[config.mk]
export PLATFORM = sky130hd
export DESIGN_NAME = serdesphy_lock_sequencer
export DESIGN_NICKNAME = d
export VERILOG_FILES = /design/src/rtl/serdesphy_clk_pkg.sv /design/src/rtl/serdesphy_lock_qualifier.sv /design/src/rtl/serdesphy_lock_sequencer.sv
export SDC_FILE = /design/constraint.sdc
export NUM_CORES = 1
export LEC_CHECK = 0
export ABC_CLOCK_PERIOD_IN_PS = 2600
export CORE_ASPECT_RATIO = 2
export CORE_UTILIZATION = 45
export DETAILED_ROUTE_END_ITERATION = 12
export PLACE_DENSITY = 0.69
export RECOVER_POWER = 50
export SLEW_MARGIN = 5
export SYNTH_ARGS = -nofsm -noshare
export SYNTH_HDL_FRONTEND = slang
export SYNTH_SLANG_ARGS = --single-unit
[constraint.sdc]
create_clock -name clk_ref_24m -period 2.6 [get_ports clk_ref_24m]
set_input_delay 0.52 -clock clk_ref_24m [delete_from_list [all_inputs] [get_ports clk_ref_24m]]
set_output_delay 0.52 -clock clk_ref_24m [all_outputs]
set_load 0.02 [all_outputs]
[src/rtl/serdesphy_clk_pkg.sv]
// ---------------------------------------------------------------------------
// serdesphy_clk_pkg : shared qualifier state encoding and lock-sequencer constants
// Revision 1.0
// ---------------------------------------------------------------------------
`default_nettype none

package serdesphy_clk_pkg;

  typedef logic [1:0] lock_state_t;

  localparam lock_state_t ST_OFF    = 2'd0;
  localparam lock_state_t ST_WAIT   = 2'd1;
  localparam lock_state_t ST_LOCKED = 2'd2;

  localparam int DEF_PLL_LOCK_CYCLES = 240;
  localparam int DEF_CDR_LOCK_CYCLES = 100;
  localparam int LOL_CNT_W           = 8;

  function automatic int max_int(input int a, input int b);
    return (a > b) ? a : b;
  endfunction

endpackage

`default_nettype wire

[src/rtl/serdesphy_lock_qualifier.sv]
// ---------------------------------------------------------------------------
// serdesphy_lock_qualifier : 2-flop synchroniser plus consecutive-sample lock FSM
// Revision 1.0
// ---------------------------------------------------------------------------
`default_nettype none

module serdesphy_lock_qualifier
  import serdesphy_clk_pkg::*;
#(
  parameter int N     = DEF_PLL_LOCK_CYCLES,
  parameter int CNT_W = 12
) (
  input  logic clk_i,
  input  logic rst_ni,
  input  logic en_i,
  input  logic lock_raw_i,
  output logic lock_o,
  output logic lol_o
);

  localparam logic [CNT_W-1:0] N_C = CNT_W'(N);

  logic             sync1_q;
  logic             sync2_q;
  lock_state_t      state_q;
  lock_state_t      state_d;
  logic [CNT_W-1:0] cnt_q;
  logic [CNT_W-1:0] cnt_d;
  logic [CNT_W-1:0] cnt_inc;

  assign cnt_inc = cnt_q + 1'b1;

  always_comb begin
    state_d = state_q;
    cnt_d   = cnt_q;
    lol_o   = 1'b0;
    if (!en_i) begin
      state_d = ST_OFF;
      cnt_d   = '0;
    end else begin
      case (state_q)
        ST_LOCKED: begin
          if (!sync2_q) begin
            state_d = ST_WAIT;
            cnt_d   = '0;
            lol_o   = 1'b1;
          end
        end
        // OFF counts its first enabled sample too, so OFF and WAIT share this path
        default: begin
          if (!sync2_q) begin
            state_d = ST_WAIT;
            cnt_d   = '0;
          end else if (cnt_inc == N_C) begin
            state_d = ST_LOCKED;
            cnt_d   = '0;
          end else begin
            state_d = ST_WAIT;
            cnt_d   = cnt_inc;
          end
        end
      endcase
    end
  end

  always_ff @(posedge clk_i or negedge rst_ni) begin
    if (!rst_ni) begin
      sync1_q <= 1'b0;
      sync2_q <= 1'b0;
      state_q <= ST_OFF;
      cnt_q   <= '0;
    end else begin
      sync1_q <= lock_raw_i;
      sync2_q <= sync1_q;
      state_q <= state_d;
      cnt_q   <= cnt_d;
    end
  end

  assign lock_o = (state_q == ST_LOCKED);

endmodule

`default_nettype wire

[src/rtl/serdesphy_lock_sequencer.sv]
// ---------------------------------------------------------------------------
// serdesphy_lock_sequencer : PLL/CDR lock qualification and clock-enable sequencing
// Optional LOL event counter: define SERDESPHY_LOL_COUNT_EN.  Revision 1.0
// ---------------------------------------------------------------------------
`default_nettype none

module serdesphy_lock_sequencer
  import serdesphy_clk_pkg::*;
#(
  parameter int NUM_LANES       = 4,
  parameter int CNT_W           = 12,
  parameter int PLL_LOCK_CYCLES = DEF_PLL_LOCK_CYCLES,
  parameter int CDR_LOCK_CYCLES = DEF_CDR_LOCK_CYCLES
) (
  input  logic                 clk_ref_24m,
  input  logic                 rst_n,
  input  logic                 phy_en,
  input  logic                 pll_rst,
  input  logic [NUM_LANES-1:0] cdr_rst,
  input  logic [NUM_LANES-1:0] lane_en,
  input  logic                 pll_lock_raw,
  input  logic [NUM_LANES-1:0] cdr_lock_raw,
  input  logic                 lol_clr,
  output logic                 clk_24m_en,
  output logic                 clk_240m_tx_en,
  output logic [NUM_LANES-1:0] clk_240m_rx_en,
  output logic                 pll_lock,
  output logic [NUM_LANES-1:0] cdr_lock,
  output logic                 phy_ready,
  output logic [LOL_CNT_W-1:0] pll_lol_cnt
);

  localparam int MAX_CYC = max_int(PLL_LOCK_CYCLES, CDR_LOCK_CYCLES);

  generate
    if (NUM_LANES < 1 || $clog2(MAX_CYC + 1) > CNT_W) begin : g_cnt_w_check
      $error("serdesphy_lock_sequencer: CNT_W too narrow for lock cycle count or NUM_LANES < 1");
    end
  endgenerate

  logic                 pll_en;
  logic                 pll_lol;
  logic [NUM_LANES-1:0] cdr_en;
  logic [NUM_LANES-1:0] cdr_lol_unused;
  logic                 lanes_ok;

  logic                 clk_24m_en_q;
  logic                 tx_en_q;
  logic [NUM_LANES-1:0] rx_en_q;
  logic                 phy_ready_q;
  logic                 phy_ready_d;

  assign pll_en = phy_en & ~pll_rst;

  serdesphy_lock_qualifier #(
    .N     (PLL_LOCK_CYCLES),
    .CNT_W (CNT_W)
  ) u_pll_qual (
    .clk_i      (clk_ref_24m),
    .rst_ni     (rst_n),
    .en_i       (pll_en),
    .lock_raw_i (pll_lock_raw),
    .lock_o     (pll_lock),
    .lol_o      (pll_lol)
  );

  // Lanes are gated by the qualified PLL, so a PLL loss of lock drops every lane next edge
  assign cdr_en = {NUM_LANES{phy_en & pll_lock}} & lane_en & ~cdr_rst;

  generate
    for (genvar i = 0; i < NUM_LANES; i++) begin : g_lane
      serdesphy_lock_qualifier #(
        .N     (CDR_LOCK_CYCLES),
        .CNT_W (CNT_W)
      ) u_cdr_qual (
        .clk_i      (clk_ref_24m),
        .rst_ni     (rst_n),
        .en_i       (cdr_en[i]),
        .lock_raw_i (cdr_lock_raw[i]),
        .lock_o     (cdr_lock[i]),
        .lol_o      (cdr_lol_unused[i])
      );
    end
  endgenerate

  assign lanes_ok    = &(~lane_en | cdr_lock);
  assign phy_ready_d = phy_en & pll_lock & (|lane_en) & lanes_ok;

  always_ff @(posedge clk_ref_24m or negedge rst_n) begin
    if (!rst_n) begin
      clk_24m_en_q <= 1'b0;
      tx_en_q      <= 1'b0;
      rx_en_q      <= '0;
      phy_ready_q  <= 1'b0;
    end else begin
      clk_24m_en_q <= phy_en;
      tx_en_q      <= pll_lock;
      rx_en_q      <= cdr_lock;
      phy_ready_q  <= phy_ready_d;
    end
  end

  assign clk_24m_en     = clk_24m_en_q;
  assign clk_240m_tx_en = tx_en_q;
  assign clk_240m_rx_en = rx_en_q;
  assign phy_ready      = phy_ready_q;

`ifdef SERDESPHY_LOL_COUNT_EN
  logic [LOL_CNT_W-1:0] lol_cnt_q;
  logic [LOL_CNT_W-1:0] lol_cnt_d;

  // A clear coinciding with an event still records that event
  always_comb begin
    lol_cnt_d = lol_cnt_q;
    if (lol_clr) begin
      lol_cnt_d = {{(LOL_CNT_W-1){1'b0}}, pll_lol};
    end else if (pll_lol && (lol_cnt_q != {LOL_CNT_W{1'b1}})) begin
      lol_cnt_d = lol_cnt_q + 1'b1;
    end
  end

  always_ff @(posedge clk_ref_24m or negedge rst_n) begin
    if (!rst_n) begin
      lol_cnt_q <= '0;
    end else begin
      lol_cnt_q <= lol_cnt_d;
    end
  end

  assign pll_lol_cnt = lol_cnt_q;
`else
  logic lol_unused;
  assign lol_unused  = lol_clr ^ pll_lol;
  assign pll_lol_cnt = '0;
`endif

endmodule

`default_nettype wire

Word-level counts from Yosys, hierarchy flattened. Index checks and enable logic that the tools add are counted.

Memories kept: 0. Register bits: 87. Input bits: 18. Bits in read-only memories: 0. Latch bits: 0. Output and inout port bits: 20. Bits in writable memories: 0. Logic and storage cells: 106.

$mul: 0. Equal/unequal tests: 15. Reduce and logical (&&, ||, !) cells: 2. Multiplexer cells: 50. Order comparisons: 0. Divide/modulo/power cells: 0. Shift-type cells: 0. Bitwise logic cells: 10. $add $sub $neg: 5.

Operator list (number): 2-to-1 mux 12 bit (25); adder 12 x 1 -> 12 bit (second input constant) (5); 2-to-1 mux 2 bit (25); == test 12 x 7 -> 1 bit (second input constant) (4); != test 3 bit (second input constant) (5); == test 12 x 8 -> 1 bit (second input constant) (1); == test 2 bit (second input constant) (5); AND 4 bit (2); inverter 4 bit (2); AND 1 bit (4); bitwise OR 4 bit (1); AND reduction 4 bit (1); OR reduction 4 bit (1); inverter 1 bit (1).

Longest topological paths before layout.
Depth in word-level cells: 6. Depth in mapped cells: 7. Mapped depth without buffers: 7.

Cells and area by module. Synthesis repeated with hierarchy kept, for this count alone.

Cells, all modules: 519. Area total of the unflattened synthesis: 5046.1 µm².

By module, submodules not included: serdesphy_lock_qualifier at g_lane[0].u_cdr_qual ... (area an instance 939.7 µm², instances 4, cells an instance 95, sequential area each 400.4 µm²); serdesphy_lock_qualifier at u_pll_qual (area an instance 968.4 µm², instances 1, cells an instance 109, sequential area each 400.4 µm²); serdesphy_lock_sequencer (area an instance 319.1 µm², instances 1, cells an instance 30, sequential area each 175.2 µm²).

Worst setup path before layout. OpenSTA, ideal clock, no wires.

Path kind: register -> register. From: register u_pll_qual.cnt_q[0]. To: register u_pll_qual.cnt_q[5]. Path slack: 0.775 ns. Clock period less this slack: 1.825 ns. Arrival time: 1.696 ns. Library setup time: 0.129 ns. Path buffers: 0. Cell stages (with the launch flop): 8. Data required time: 2.471 ns. Cell sequence: dfrtp_1 > ha_1 > nand4_1 > nor3_1 > and4_4 > o2111ai_4 > a21oi_2 > a211oi_2.

Longest elaborated chain between the ends: 6.

RTL lines: start: declaration (RTL line serdesphy_lock_qualifier.sv:27) `logic [CNT_W-1:0] cnt_q;`; start signal: assignment (RTL line serdesphy_lock_qualifier.sv:76) `cnt_q <= cnt_d;`; adder 12 x 1 -> 12 bit * (RTL line serdesphy_lock_qualifier.sv:31) `assign cnt_inc = cnt_q + 1'b1;`; == test 12 x 8 -> 1 bit (RTL line serdesphy_lock_qualifier.sv:54) `end else if (cnt_inc == N_C) begin`; 2-to-1 mux 12 bit * (RTL line serdesphy_lock_qualifier.sv:54); 2-to-1 mux 12 bit * (RTL line serdesphy_lock_qualifier.sv:51) `if (!sync2_q) begin`; 2-to-1 mux 12 bit * (RTL line serdesphy_lock_qualifier.sv:41) `case (state_q)`; 2-to-1 mux 12 bit * (RTL line serdesphy_lock_qualifier.sv:37) `if (!en_i) begin`.

Every way passes the cells marked *; elsewhere a longest branch is shown, timed or not. A chain may end at the register's enable or synchronous reset.

Worst setup path after layout.
From: register g_lane[3].u_cdr_qual.state_q[0]. To: output cdr_lock[3].

Longest elaborated chain between the ends: 1.

RTL lines: start: declaration (RTL line serdesphy_lock_qualifier.sv:25) `lock_state_t state_q;`; start signal: assignment (RTL line serdesphy_lock_qualifier.sv:75) `state_q <= state_d;`; == test 2 bit (RTL line serdesphy_lock_qualifier.sv:80) `assign lock_o = (state_q == ST_LOCKED);`; end: declaration (RTL line serdesphy_lock_sequencer.sv:28) `output logic [NUM_LANES-1:0] cdr_lock,`.

Every way passes these cells.

==> impl_metrics.ini <==
[run_status]
status = finished, violations left
violations = capacitance limit, slew limit

[final_layout]
drive_gt1_share_pct = 9.77
antenna_cells = 0
nFillCells = 884
fin_cells = 644
layout.nets = 530
area_growth_pct = 16.2

[detailed_routing]
wl_um = 9280
drtIter0Drc = 170
wl_per_cell_um = 14.4
routed_via_density = 5.54
drc = 0
vias = 3565
drtAntennaViolNets = 0
firstDrtPassIters = 7

[clock_network]
hold_buffers = 0
clockBufferDepth = 2
clk-insertion-delay-late_ns = 0.34
cts-resized-gates = 0
h-tree-depth = 3
path_clk_slew_ns = 0.06
tritoncts = built
clock-root-buffer = clkbuf_16
cts_made_buffers = 9
post-cts-setup-buffers = 0
clock_sinks = 87

[synthesis]
yosysWarnings = 0
synth_simple_gate_area_share_pct = 26.7
syn_avg_cell_area_um2 = 9.52
syn_area_um2 = 4520
synth_cells = 475
synth_edf_count = 0
synth-compound-area-share_pct = 11.0
synthFlopType = dfrtp_1
yosys.area.top_type = dfrtp_1
ys_types = 62
synthAdderAreaFrac_pct = 1.38
synthXorXnorAreaFrac_pct = 7.91
synth_mux_area_share_pct = 0.443
synth_area_leaders = dfrtp_1 (48%), nor2_1 (4.6%), nand2_1 (4.5%), xor2_1 (4.3%), xnor2_1 (3.3%)
async_flop_share_pct = 100
ys_ff_latch = 87
synth_top_family_by_area = simple AND/OR/NAND/NOR gates
ys_seq_area_share_pct = 48.1
synth_top_area_share_pct = 48.1

[die]
core_um2 = 9760
rows = 51
die_area_um2 = 10500
num_io_pins = 38
fp.dieW_um = 72.9
die_y_um = 144
start_util_pct = 46.3

[timing]
period_share_pct = 88.3
clock_skew_ns = 0.00548
rsz0062_at_grt = false
fin_crit_ns = 2.29
setup_viol = 0
worst_slew_pin_slew_ns = 1.77
slew_viol_final = 31
finalWorstSetupSlack_ns = 0.305
max_slew_margin_pct = -18.3
clock.fmax_mhz = 436
final-hold-violation-count = 0
tns_ns = 0

[power_and_ir_drop]
clkPwrFrac_pct = 48.1
max-vdd-ir-drop_uv = 347
power_mw = 2.78
comb_power_share_pct = 2.7
sequentialPowerShare_pct = 49.2
leakage_nw = 2.08
p_switching_uw = 569
pwr_density_cell_nw_per_um2 = 530
intPower_mw = 2.22
switching_share_pct = 20.4

[worst_setup_path]
crit_fanout = 12
cp.arrival_ns = 1.77
crit_path_start_kind = flop
worst_setup_path_end_kind = output port
crit_type = reg2out
crit_buf_inv = 2
critPathTopFamily = buffers and inverters
crit_required_ns = 2.08
rr_startpoint = g_lane[3].u_cdr_qual.cnt_q[0]
r2r_end = g_lane[3].u_cdr_qual.cnt_q[6]
cp_slowest_cell = clkdlybuf4s50_1
max_stage_delay_ns = 0.60
cp_cell_sequence = nand2b_1 -> clkinv_1 -> clkdlybuf4s50_1
r2r_slack_ns = 0.43
ff2ff_path_depth = 7

[placed_design]
dp_cells = 628
place.gp.congestion = 0.961
port_buffers = 28
dp_slack_ns = 0.400
dpl.hpwl_um = 6750

[grt]
grt_busiest_layer = met2
use_met1_pct = 21.9
grt_use_met2_pct = 35.6
use_met3_pct = 3.09
grt_pass1_vias = 3450
grt_max_degree = 58
antenna_found_initial = 0
grt_pass1_wl_um = 15900
grt_usage_pct = 19.7
gr-total-overflow = 0

[flow_run]
cap_violations = 1

[worst_hold_path]
min_path_cells = 0
min-delay-start = g_lane[3].u_cdr_qual.sync1_q
hold_class = reg2reg
worstHoldEndpoint = g_lane[3].u_cdr_qual.sync2_q
==> logic make-up after synthesis <==
| group | Yosys count |
|---|---|
| flops | 87 |
| other cells | 1 |
| simple gates | 230 |
| fa+ha+maj | 5 |
| xor+xnor | 40 |
| buf+inv | 37 |
| compound gates | 73 |
| mux | 2 |
==> worst max path at each step <==
| stage | to | from | cells after the start | slack (ns) |
|---|---|---|---|---|
| after global routing | cdr_lock[3] | g_lane[3].u_cdr_qual.state_q[1] | 3 | 0.18 |
| after detailed placement | g_lane[0].u_cdr_qual.cnt_q[6] | phy_en | 6 | 0.40 |
| after floorplan | u_pll_qual.cnt_q[5] | u_pll_qual.cnt_q[0] | 7 | 0.78 |
| after CTS | cdr_lock[3] | g_lane[3].u_cdr_qual.state_q[0] | 3 | 0.29 |
| after global placement | g_lane[0].u_cdr_qual.cnt_q[6] | phy_en | 6 | 0.43 |
| final | cdr_lock[3] | g_lane[3].u_cdr_qual.state_q[0] | 3 | 0.31 |
==> placed cells by master (no fill, tap or decap), drive strengths merged, types with 18 or more instances in the layout <==
cell           count
dfrtp             87
nor2              56
nand2             54
a21oi             29
xor2              22
clkdlybuf4s50     21
nand4             20
nand3             18
nor3              18
xnor2             18
==> state kept, by name, summed over array words and instances (netlist names) <==
register,cells
g_lane.u_cdr_qual.cnt_q,48
u_pll_qual.cnt_q,12
g_lane.u_cdr_qual.state_q,8
clk_240m_rx_en,4
g_lane.u_cdr_qual.sync1_q,4
g_lane.u_cdr_qual.sync2_q,4
u_pll_qual.state_q,2
clk_240m_tx_en,1
clk_24m_en,1
phy_ready,1
u_pll_qual.sync1_q,1
u_pll_qual.sync2_q,1
==> synth_stat cells (3+ instances only) <==
| cell | n |
|---|---|
| a21oi_1 | 27 |
| a31oi_1 | 4 |
| and2_1 | 4 |
| and3_1 | 5 |
| and4_1 | 3 |
| buf_4 | 13 |
| clkbuf_1 | 11 |
| dfrtp_1 | 87 |
| ha_1 | 5 |
| inv_1 | 9 |
| nand2_1 | 54 |
| nand2b_1 | 7 |
| nand3_1 | 17 |
| nand3b_1 | 6 |
| nand4_1 | 18 |
| nand4b_1 | 3 |
| nor2_1 | 56 |
| nor3_1 | 17 |
| nor3b_1 | 4 |
| nor4_1 | 6 |
| nor4b_1 | 3 |
| o21a_1 | 3 |
| o21ai_0 | 10 |
| o21ai_1 | 4 |
| o22ai_1 | 3 |
| o31ai_1 | 3 |
| or2_2 | 5 |
| or3_1 | 10 |
| xnor2_1 | 17 |
| xor2_1 | 22 |
==> through the flow <==
step / hold slack [ns] / instance area (um^2) / utilization, %
after floorplan: 0.224 / 4550 / -
after global placement: 0.336 / 4940 / 50.6
after detailed placement: 0.337 / 4940 / 50.6
after CTS: 0.119 / 5260 / 53.9
after global routing: 0.355 / 5260 / 53.8
final: 0.348 / 5260 / 53.8
==> power by group through the flow <==
stage	combinational [mW]	sequential (mW)	clock, mW
floorplan	0.0272	1.39	0
global placement	0.0790	1.39	0
detailed placement	0.0800	1.39	0
CTS	0.0803	1.37	1.38
global route	0.0854	1.37	1.42
finish	0.0755	1.37	1.34
==> cell type report <==
| cell class | count | area, um^2 | share of cell area [%] |
|---|---|---|---|
| sequential | 87 | 2180 | 41.4 |
| inverter | 11 | 41.3 | 0.786 |
| multi-input combinational | 358 | 2180 | 41.4 |
| timing repair buffer | 40 | 377 | 7.17 |
| clock buffer | 12 | 267 | 5.07 |
| tap | 132 | 165 | 3.14 |
| clock inverter | 4 | 52.6 | 1.00 |
==> per-layer routing <==
metal / vias to the layer above / part of all wire (%)
li1: 1719 / -
met1: 1742 / 39
met2: 86 / 55
met3: 18 / 3.4
met4: 0 / 2.3
met5: - / 0
Note: power is estimated with default switching activity, not from simulation.
